$ cat config.mk
export PLATFORM = sky130hd
export DESIGN_NAME = mac_norm_shift_flat
export DESIGN_NICKNAME = d
export VERILOG_FILES = /design/src/rtl/mac_pkg.sv /design/src/rtl/mac_norm_shift_if.sv /design/src/rtl/lod24.sv /design/src/rtl/mac_norm_shift.sv /design/src/flat_wrapper.sv
export SDC_FILE = /design/constraint.sdc
export NUM_CORES = 1
export LEC_CHECK = 0
export BUFFER_PORTS_ARGS = -buffer_cell sky130_fd_sc_hd__buf_2
export CAP_MARGIN = 20
export CELL_PAD_IN_SITES_DETAIL_PLACEMENT = 1
export CELL_PAD_IN_SITES_GLOBAL_PLACEMENT = 2
export CORE_ASPECT_RATIO = 0.5
export CORE_MARGIN = 2
export CORE_UTILIZATION = 33
export DETAILED_ROUTE_END_ITERATION = 8
export GPL_TIMING_DRIVEN = 0
export PLACE_DENSITY_LB_ADDON = 0.08
export SLEW_MARGIN = 20
export SYNTH_ARGS = -nofsm -noshare
export SYNTH_HDL_FRONTEND = slang
export SYNTH_SLANG_ARGS = --single-unit
$ cat constraint.sdc
create_clock -name clk -period 3.2 [get_ports clk]
set_clock_uncertainty 0.05 [all_clocks]
set_input_delay 0.64 -clock clk [delete_from_list [all_inputs] [get_ports clk]]
set_output_delay 0.64 -clock clk [all_outputs]
set_load 0.01 [all_outputs]
$ cat src/rtl/mac_pkg.sv
// Shared widths and types for the MAC normalizer slice.
package mac_pkg;

  localparam int SUM_W  = 25;
  localparam int MANT_W = 11;
  localparam int DIFF_W = 5;
  localparam int EXP_W  = 6;
  localparam int QF_W   = 5;
  localparam int LOD_W  = 24;
  localparam int IDX_W  = 5;

  localparam logic signed [DIFF_W-1:0] DIFF_MIN = DIFF_W'(-16);
  localparam int SHIFT_CAP = 16;

  typedef struct packed {
    logic [MANT_W-1:0]        win;
    logic signed [DIFF_W-1:0] diff;
  } norm_t;

endpackage

$ cat src/rtl/mac_norm_shift_if.sv
// Valid/ready stream bundle around the normalizer: upstream beat in, normalized beat out.
interface mac_norm_shift_if;

  logic                         in_valid;
  logic                         in_ready;
  logic [mac_pkg::SUM_W-1:0]    sum_mag;
  logic                         sign;
  logic [mac_pkg::EXP_W-1:0]    max_exp;
  logic [mac_pkg::QF_W-1:0]     Q_frac;

  logic                         out_valid;
  logic                         out_ready;
  logic [mac_pkg::MANT_W-1:0]   norm_sum_with_leading1;
  logic [mac_pkg::DIFF_W-1:0]   signed_exp_diff;
  logic                         exp_carry;
  logic                         sign_o;
  logic [mac_pkg::EXP_W-1:0]    max_exp_o;
  logic [mac_pkg::QF_W-1:0]     Q_frac_o;

  // Environment side: drives the input beat and the downstream ready.
  modport master (
    output in_valid, sum_mag, sign, max_exp, Q_frac, out_ready,
    input  in_ready, out_valid, norm_sum_with_leading1, signed_exp_diff,
           exp_carry, sign_o, max_exp_o, Q_frac_o
  );

  // Normalizer side.
  modport slave (
    input  in_valid, sum_mag, sign, max_exp, Q_frac, out_ready,
    output in_ready, out_valid, norm_sum_with_leading1, signed_exp_diff,
           exp_carry, sign_o, max_exp_o, Q_frac_o
  );

endinterface

$ cat src/rtl/lod24.sv
// Combinational leading-one detector over a 24-bit vector: highest set index plus all-zero flag.
module lod24
  import mac_pkg::*;
(
  input  logic [LOD_W-1:0] vec,
  output logic [IDX_W-1:0] idx,
  output logic             zero
);

  always_comb begin
    idx = '0;
    for (int i = 0; i < LOD_W; i++) begin
      if (vec[i]) idx = IDX_W'(i);
    end
  end

  assign zero = ~|vec;

endmodule

$ cat src/rtl/mac_norm_shift.sv
// Two-stage normalizer: leading-one detect, then shift into an 11-bit window with exponent adjust.
// Define NORM_ROUND_EN for round-to-nearest-even on the window; default build truncates.
module mac_norm_shift
  import mac_pkg::*;
(
  input  logic             clk,
  input  logic             rst_n,
  mac_norm_shift_if.slave  bus
);

  logic                     vld_p1;
  logic [SUM_W-1:0]         mag_p1;
  logic [IDX_W-1:0]         lead_p1;
  logic                     zero_p1;
  logic                     carry_p1;
  logic                     sign_p1;
  logic [EXP_W-1:0]         exp_p1;
  logic [QF_W-1:0]          qf_p1;

  logic                     vld_p2;
  logic [MANT_W-1:0]        win_p2;
  logic signed [DIFF_W-1:0] diff_p2;
  logic                     carry_p2;
  logic                     sign_p2;
  logic [EXP_W-1:0]         exp_p2;
  logic [QF_W-1:0]          qf_p2;

  logic                     s2_advance;
  logic [IDX_W-1:0]         lead_idx;
  logic                     lead_zero;
  logic [IDX_W-1:0]         shamt_c;
  logic [LOD_W-1:0]         shifted_c;
  norm_t                    pre_c;
  norm_t                    post_c;

`ifdef NORM_ROUND_EN
  logic                     guard_c;
  logic                     sticky_c;

  // Overflow of an all-ones window renormalizes to the hidden one and bumps the exponent.
  function automatic norm_t round_rne(input norm_t in, input logic guard, input logic sticky);
    norm_t r;
    r = in;
    if (guard & (sticky | in.win[0])) begin
      if (&in.win) begin
        r.win  = MANT_W'(11'h400);
        r.diff = in.diff + 5'sd1;
      end else begin
        r.win  = in.win + 1'b1;
      end
    end
    return r;
  endfunction
`endif

  assign s2_advance  = !vld_p2 | bus.out_ready;
  assign bus.in_ready = !vld_p1 | s2_advance;

  lod24 u_lod24 (
    .vec  (bus.sum_mag[LOD_W-1:0]),
    .idx  (lead_idx),
    .zero (lead_zero)
  );

  // ---- stage 1: capture leading-one position and context ----
  always_ff @(posedge clk or negedge rst_n) begin
    if (!rst_n) begin
      vld_p1   <= 1'b0;
      mag_p1   <= '0;
      lead_p1  <= '0;
      zero_p1  <= 1'b0;
      carry_p1 <= 1'b0;
      sign_p1  <= 1'b0;
      exp_p1   <= '0;
      qf_p1    <= '0;
    end else begin
      if (bus.in_ready) vld_p1 <= bus.in_valid;
      if (bus.in_valid && bus.in_ready) begin
        mag_p1   <= bus.sum_mag;
        lead_p1  <= lead_idx;
        zero_p1  <= lead_zero;
        carry_p1 <= bus.sum_mag[SUM_W-1];
        sign_p1  <= bus.sign;
        exp_p1   <= bus.max_exp;
        qf_p1    <= bus.Q_frac;
      end
    end
  end

  // Small leading-one positions saturate the shift so diff never drops below DIFF_MIN.
  always_comb begin
    shamt_c = '0;
    pre_c   = '0;
    if (!carry_p1 && !zero_p1) begin
      if (lead_p1 >= 5'd8) begin
        shamt_c    = 5'd23 - lead_p1;
        pre_c.diff = signed'(lead_p1 - 5'd23);
      end else begin
        shamt_c    = IDX_W'(SHIFT_CAP);
        pre_c.diff = DIFF_MIN;
      end
    end
    shifted_c = mag_p1[LOD_W-1:0] << shamt_c;
    pre_c.win = carry_p1 ? mag_p1[SUM_W-1:SUM_W-MANT_W] : shifted_c[LOD_W-1:LOD_W-MANT_W];
  end

`ifdef NORM_ROUND_EN
  always_comb begin
    guard_c  = carry_p1 ? mag_p1[SUM_W-MANT_W-1] : shifted_c[LOD_W-MANT_W-1];
    sticky_c = carry_p1 ? |mag_p1[SUM_W-MANT_W-2:0] : |shifted_c[LOD_W-MANT_W-2:0];
    post_c   = round_rne(pre_c, guard_c, sticky_c);
  end
`else
  logic unused_trunc;
  assign unused_trunc = ^shifted_c[LOD_W-MANT_W-1:0];
  assign post_c       = pre_c;
`endif

  // ---- stage 2: register the normalized window and exponent adjustment ----
  always_ff @(posedge clk or negedge rst_n) begin
    if (!rst_n) begin
      vld_p2   <= 1'b0;
      win_p2   <= '0;
      diff_p2  <= '0;
      carry_p2 <= 1'b0;
      sign_p2  <= 1'b0;
      exp_p2   <= '0;
      qf_p2    <= '0;
    end else begin
      if (s2_advance) vld_p2 <= vld_p1;
      if (vld_p1 && s2_advance) begin
        win_p2   <= post_c.win;
        diff_p2  <= post_c.diff;
        carry_p2 <= carry_p1;
        sign_p2  <= sign_p1;
        exp_p2   <= exp_p1;
        qf_p2    <= qf_p1;
      end
    end
  end

  assign bus.out_valid              = vld_p2;
  assign bus.norm_sum_with_leading1 = win_p2;
  assign bus.signed_exp_diff        = diff_p2;
  assign bus.exp_carry              = carry_p2;
  assign bus.sign_o                 = sign_p2;
  assign bus.max_exp_o              = exp_p2;
  assign bus.Q_frac_o               = qf_p2;

endmodule

$ cat src/flat_wrapper.sv
// flat-port wrapper written by rule: the top's interface ports become plain ports
module mac_norm_shift_flat import mac_pkg::*;
  (clk, rst_n, bus_in_valid, bus_sum_mag, bus_sign, bus_max_exp, bus_Q_frac, bus_out_ready, bus_in_ready, bus_out_valid, bus_norm_sum_with_leading1, bus_signed_exp_diff, bus_exp_carry, bus_sign_o, bus_max_exp_o, bus_Q_frac_o);
  mac_norm_shift_if bus_i ();
  input  logic clk;
  input  logic rst_n;
  input wire logic [$bits(bus_i.in_valid)-1:0] bus_in_valid;
  input wire logic [$bits(bus_i.sum_mag)-1:0] bus_sum_mag;
  input wire logic [$bits(bus_i.sign)-1:0] bus_sign;
  input wire logic [$bits(bus_i.max_exp)-1:0] bus_max_exp;
  input wire logic [$bits(bus_i.Q_frac)-1:0] bus_Q_frac;
  input wire logic [$bits(bus_i.out_ready)-1:0] bus_out_ready;
  output wire logic [$bits(bus_i.in_ready)-1:0] bus_in_ready;
  output wire logic [$bits(bus_i.out_valid)-1:0] bus_out_valid;
  output wire logic [$bits(bus_i.norm_sum_with_leading1)-1:0] bus_norm_sum_with_leading1;
  output wire logic [$bits(bus_i.signed_exp_diff)-1:0] bus_signed_exp_diff;
  output wire logic [$bits(bus_i.exp_carry)-1:0] bus_exp_carry;
  output wire logic [$bits(bus_i.sign_o)-1:0] bus_sign_o;
  output wire logic [$bits(bus_i.max_exp_o)-1:0] bus_max_exp_o;
  output wire logic [$bits(bus_i.Q_frac_o)-1:0] bus_Q_frac_o;
  assign bus_i.in_valid = bus_in_valid;
  assign bus_i.sum_mag = bus_sum_mag;
  assign bus_i.sign = bus_sign;
  assign bus_i.max_exp = bus_max_exp;
  assign bus_i.Q_frac = bus_Q_frac;
  assign bus_i.out_ready = bus_out_ready;
  assign bus_in_ready = bus_i.in_ready;
  assign bus_out_valid = bus_i.out_valid;
  assign bus_norm_sum_with_leading1 = bus_i.norm_sum_with_leading1;
  assign bus_signed_exp_diff = bus_i.signed_exp_diff;
  assign bus_exp_carry = bus_i.exp_carry;
  assign bus_sign_o = bus_i.sign_o;
  assign bus_max_exp_o = bus_i.max_exp_o;
  assign bus_Q_frac_o = bus_i.Q_frac_o;
  mac_norm_shift u_core (.clk(clk), .rst_n(rst_n), .bus(bus_i));
endmodule
# Word level (Yosys, flattened, before mapping)
# Cells that the tools add are included.
# op_classes
reduce_logical	9
add_sub_neg	2
order_cmp	1
muxes	28
shift	1
bitwise_logic	2
# op_table
operator	n
$mux W5	26
$reduce_or A24 Y1	1
$shl A24 B5 Y24	1
$mux W11	1
$ge A5 B4 Y1 const B	1
$logic_not A1 Y1	5
$sub A5 B5 Y5 const A	1
$sub A5 B5 Y5 const B	1
$logic_and A1 B1 Y1	3
$or A1 B1 Y1	2
$mux W1	1
# word_totals
elab_cells	58
register_bits	75

# Depth between registers and ports, before layout
# logic_depth
depth_word	23
ltp_mapped	11

# Modules after synthesis
# From an unflattened synthesis, not the netlist that was laid out.
# hier_totals
cells_unflattened	502
hier_area_um2	4525.6
# by_module_without_submodules
module	seq_area_each_um2	cells_each	n_inst	area_each_um2
mac_norm_shift	1851.8	456	1	4255.3
lod24	0.0	46	1	270.3

# Worst setup path before layout
# No wires, ideal clock.
# synth_path
path_type	register -> register
startpoint	register u_core.lead_p1[3]
endpoint	register u_core.win_p2[10], in the netlist u_core.bus.norm_sum_with_leading1[10]
setup_time_ns	0.126
path_buffers	3
slack_ns	0.492
path_stages_with_launch	12
period_less_slack_ns	2.708
arrival_time_ns	2.532
required_ns	3.024
cell_sequence	dfrtp_1 > clkbuf_1 > inv_1 > ha_1 > nor4_2 > buf_4 > buf_4 > mux2i_1 > nand2_1 > a31oi_1 > nor3_1 > o32a_1
# synth_via
elab_chain_cells	5
word_cells_on_any_way	6
cone_classes	add/sub: 1; order compare: 1; shift: 1; mux: 3
# synth_lines
element	line_no	source
start: declaration	mac_norm_shift.sv:13	logic [IDX_W-1:0] lead_p1;
start signal: assignment	mac_norm_shift.sv:80	lead_p1 <= lead_idx;
$sub A5 B5 Y5 / $ge A5 B4 Y1 (equally long branches)	mac_norm_shift.sv:96, mac_norm_shift.sv:95	
$mux W5 (*)	mac_norm_shift.sv:95	if (lead_p1 >= 5'd8) begin
$mux W5 (*)	mac_norm_shift.sv:94	if (!carry_p1 && !zero_p1) begin
$shl A24 B5 Y24 (*)	mac_norm_shift.sv:103	shifted_c = mag_p1[LOD_W-1:0] << shamt_c;
$mux W11 (*)	mac_norm_shift.sv:104	pre_c.win = carry_p1 ? mag_p1[SUM_W-1:SUM_W-MANT_W] : shifted_c[LOD_W-1:LOD_W-MANT_W];
end signal: assignment	mac_norm_shift.sv:132	win_p2 <= post_c.win;
end: declaration	mac_norm_shift.sv:21	logic [MANT_W-1:0] win_p2;
# Every way passes the cells marked *; elsewhere a longest branch is shown, timed or not.
# A chain may end at the register's enable or synchronous reset.

# Worst setup path in the final report
# layout_path
startpoint	register u_core.lead_p1[3]
endpoint	register u_core.win_p2[7], in the netlist u_core.bus.norm_sum_with_leading1[7]
# Same word-level chain as after synthesis.

==> results.sh <==
export IMPL_status="complete, no violations"
export IMPL_synth_cell_type_count=61
export IMPL_place_ws_ps=-426
export IMPL_grt_max_degree=53
export IMPL_p_leak_nw=2.53
export IMPL_synth_mux_area_fraction=0.0811
export IMPL_slew_headroom=0.547
export IMPL_numClockSinks=74
export IMPL_switching_share=0.356
export IMPL_avgSynthCellArea_um2=8.22
export IMPL_fin_crit_ps=3090
export IMPL_path_max_fanout=10
export IMPL_hold_class="input port to async pin"
export IMPL_drtAntennaViolNets=0
export IMPL_hold_viol_final=0
export IMPL_use_met3=0.0545
export IMPL_ys_warnings_count=0
export IMPL_slew_viol_final=0
export IMPL_drcViolationCount=0
export IMPL_die_x_um=167
export IMPL_synth_nets=576
export IMPL_grt_pass1_vias=4411
export IMPL_die_height_um=85.5
export IMPL_finalNetCount=661
export IMPL_yosysTopAreaCell="dfrtp_1"
export IMPL_ctsHoldBuffers=0
export IMPL_top_usage_layer="met1"
export IMPL_rsz0062_at_grt="true"
export IMPL_dr_pass1_iters=4
export IMPL_seq_area_frac_synth=0.422
export IMPL_final_cells=793
export IMPL_vias_per_cell=5.40
export IMPL_p_int_mw=2.11
export IMPL_synth_top_area_share=0.422
export IMPL_stdcell_area_um2=5360
export IMPL_worstPathRequired_ps=3370
export IMPL_die_area_um2=14300
export IMPL_synthCells=533
export IMPL_area_growth_pct=22.3
export IMPL_tightest_slew_ps=680
export IMPL_clk_path_buf_depth=2
export IMPL_synth_simple_area_share=0.253
export IMPL_end_kind="flop"
export IMPL_synthAdderAreaFrac=0.00571
export IMPL_antenna_found_initial=1
export IMPL_place_hpwl_mm=12.2
export IMPL_cts_root_buffer="clkbuf_16"
export IMPL_rows=29
export IMPL_wire_per_inst_um=20.2
export IMPL_path_class="flop to flop"
export IMPL_insertion_delay_ps=340
export IMPL_syn_area_um2=4380
export IMPL_ios=72
export IMPL_grt_total_usage=0.234
export IMPL_ys_flop_type="dfrtp_1"
export IMPL_num_vias=4280
export IMPL_final_core_util=0.418
export IMPL_p_per_area_nw_per_um2=613
export IMPL_comb_power_share=0.297
export IMPL_drtIter0Drc=239
export IMPL_p_switching_mw=1.17
export IMPL_synthTopCellsByArea="dfrtp_1, nand2_1, mux2i_1"
export IMPL_critPathArrivalTime_ps=3260
export IMPL_fin_crit_sh=0.965
export IMPL_dpl_cell_area_um2=4980
export IMPL_synthArstFlopShare=1.00
export IMPL_io_buffer_count=71
export IMPL_drive_gt1_frac=0.201
export IMPL_setup_viol=0
export IMPL_synth_top_family_by_area="simple AND/OR/NAND/NOR gates"
export IMPL_gp_congestion=0.898
export IMPL_drv_cap=0
export IMPL_peakVddDrop_mv=0.213
export IMPL_numCtsBuffers=9
export IMPL_dp_cells=775
export IMPL_fmax_mhz=324
export IMPL_setup_ws_ps=113
export IMPL_use_met1=0.352
export IMPL_n_antenna_cell=0
export IMPL_clkPwrFrac=0.328
export IMPL_core_um2=12800
export IMPL_overflow=0
export IMPL_cts_tree="built"
export IMPL_yosysMostFrequentCell="nand2_1"
export IMPL_synth_compound_area_frac=0.184
export IMPL_ys_ff_latch=74
export IMPL_synth_edf_count=0
export IMPL_synthXorXnorAreaFrac=0.00599
export IMPL_start_util=0.342
export IMPL_wl_mm=16.0
export IMPL_start_kind="flop"
export IMPL_clk_pin_slew_ps=60
export IMPL_h_tree_depth=3
export IMPL_met2_usage=0.341
export IMPL_seqPwrFrac=0.374
export IMPL_ys_top_cells_by_count="nand2_1, dfrtp_1, nor2_1, a21oi_1, mux2i_1"
export IMPL_grt_pass1_wl_mm=25.5
[final timing paths]
path                                                     from                                                to  slack (ps)  cells past startpoint
worst max-delay path            u_core.lead_p1[3]$_DFFE_PN0P_  u_core.bus.norm_sum_with_leading1[7]$_DFFE_PN0P_         110                      9
worst min-delay path                                    rst_n                      u_core.mag_p1[8]$_DFFE_PN0P_         160                      1
worst max register to register  u_core.lead_p1[3]$_DFFE_PN0P_  u_core.bus.norm_sum_with_leading1[7]$_DFFE_PN0P_         110                      9
worst min register to register    u_core.qf_p1[4]$_DFFE_PN0P_                u_core.bus.Q_frac_o[4]$_DFFE_PN0P_         420                      2
max in group asynchronous                               rst_n                       u_core.qf_p1[1]$_DFFE_PN0P_        2350                      2
min in group clk                  u_core.qf_p1[4]$_DFFE_PN0P_                u_core.bus.Q_frac_o[4]$_DFFE_PN0P_         420                      2
[placed cells by master (no fill, tap or decap), drive strengths merged, types with 4 or more instances in the layout]
cell      n
mux2i    25
clkbuf   31
a221oi    5
a21oi    26
a211o     4
nor2     41
nor4      5
a22o      6
a221o     4
nand3    10
nor3      5
o21ai    18
nand2b    9
buf      89
a22oi     4
a31oi     4
nand2   169
clkinv    4
a211oi    7
inv      11
mux2      9
o22ai     9
dfrtp    74
[layout make-up]
| cell class | instances | area [µm²] |
|---|---|---|
| flip-flops and latches | 74 | 1850 |
| multi-input cells | 413 | 2370 |
| clock inverters | 6 | 73.8 |
| plain buffers | 35 | 169 |
| well taps | 170 | 213 |
| inverters | 10 | 37.5 |
| fillers | 1531 | 7450 |
| clock buffers | 10 | 239 |
| repair buffers | 75 | 408 |
[power groups by stage]
stage / registers [mW] / clock network [mW] / logic, mW
3_3_place_gp: 1.24 / 0 / 0.940
3_5_place_dp: 1.24 / 0 / 0.950
5_1_grt: 1.25 / 1.14 / 1.08
6_report: 1.23 / 1.08 / 0.977
2_1_floorplan: 1.24 / 0 / 0.556
4_1_cts: 1.22 / 1.10 / 0.962
[repair_timing]
action / in CTS / in global routing
pin swaps: 0 / 2
endpoints found under the setup margin: 11 / 7
buffers inserted: 0 / 3
resized for setup: 4 / 6
[critical path, stage by stage, from the launching register on]
cell and delay (ps):
dfrtp_2 500, inv_1 210, ha_1 310, nor4_2 300
buf_4 260, mux2i_1 410, mux2i_1 200, a221o_1 360
a211oi_1 240, o22ai_1 120
[state kept, by name, indices dropped and copies added, names as in the netlist, 5 cells and up]
name                               flops
u_core.exp_p1                          6
u_core.qf_p1                           5
u_core.bus.max_exp_o                   6
u_core.bus.signed_exp_diff             5
u_core.bus.Q_frac_o                    5
u_core.bus.norm_sum_with_leading1     11
u_core.lead_p1                         5
u_core.mag_p1                         24
[per-stage QoR]
step / TNS, ps / hold WS, ps / total power [mW]
floorplan: 0 / 294 / 1.80
global placement: -2920 / 398 / 2.18
detailed placement: -2740 / 407 / 2.19
CTS: 0 / 169 / 3.29
global route: -20.8 / 179 / 3.46
finish: 0 / 161 / 3.28
[layer usage]
layer  share of wire  wire [µm]
met1            0.53       8500
met2            0.40       6440
met3           0.060        956
met4          0.0095        152
met5               0          0
[cell families after synthesis]
group | Yosys count
adder cells (fa/ha/maj) | 2
XOR/XNOR | 3
buffers and inverters | 46
multiplexers | 34
AND/OR/NAND/NOR | 260
flip-flops | 74
AO/OA/AOI/OAI | 114
Note: power is estimated with default switching activity, not from simulation.
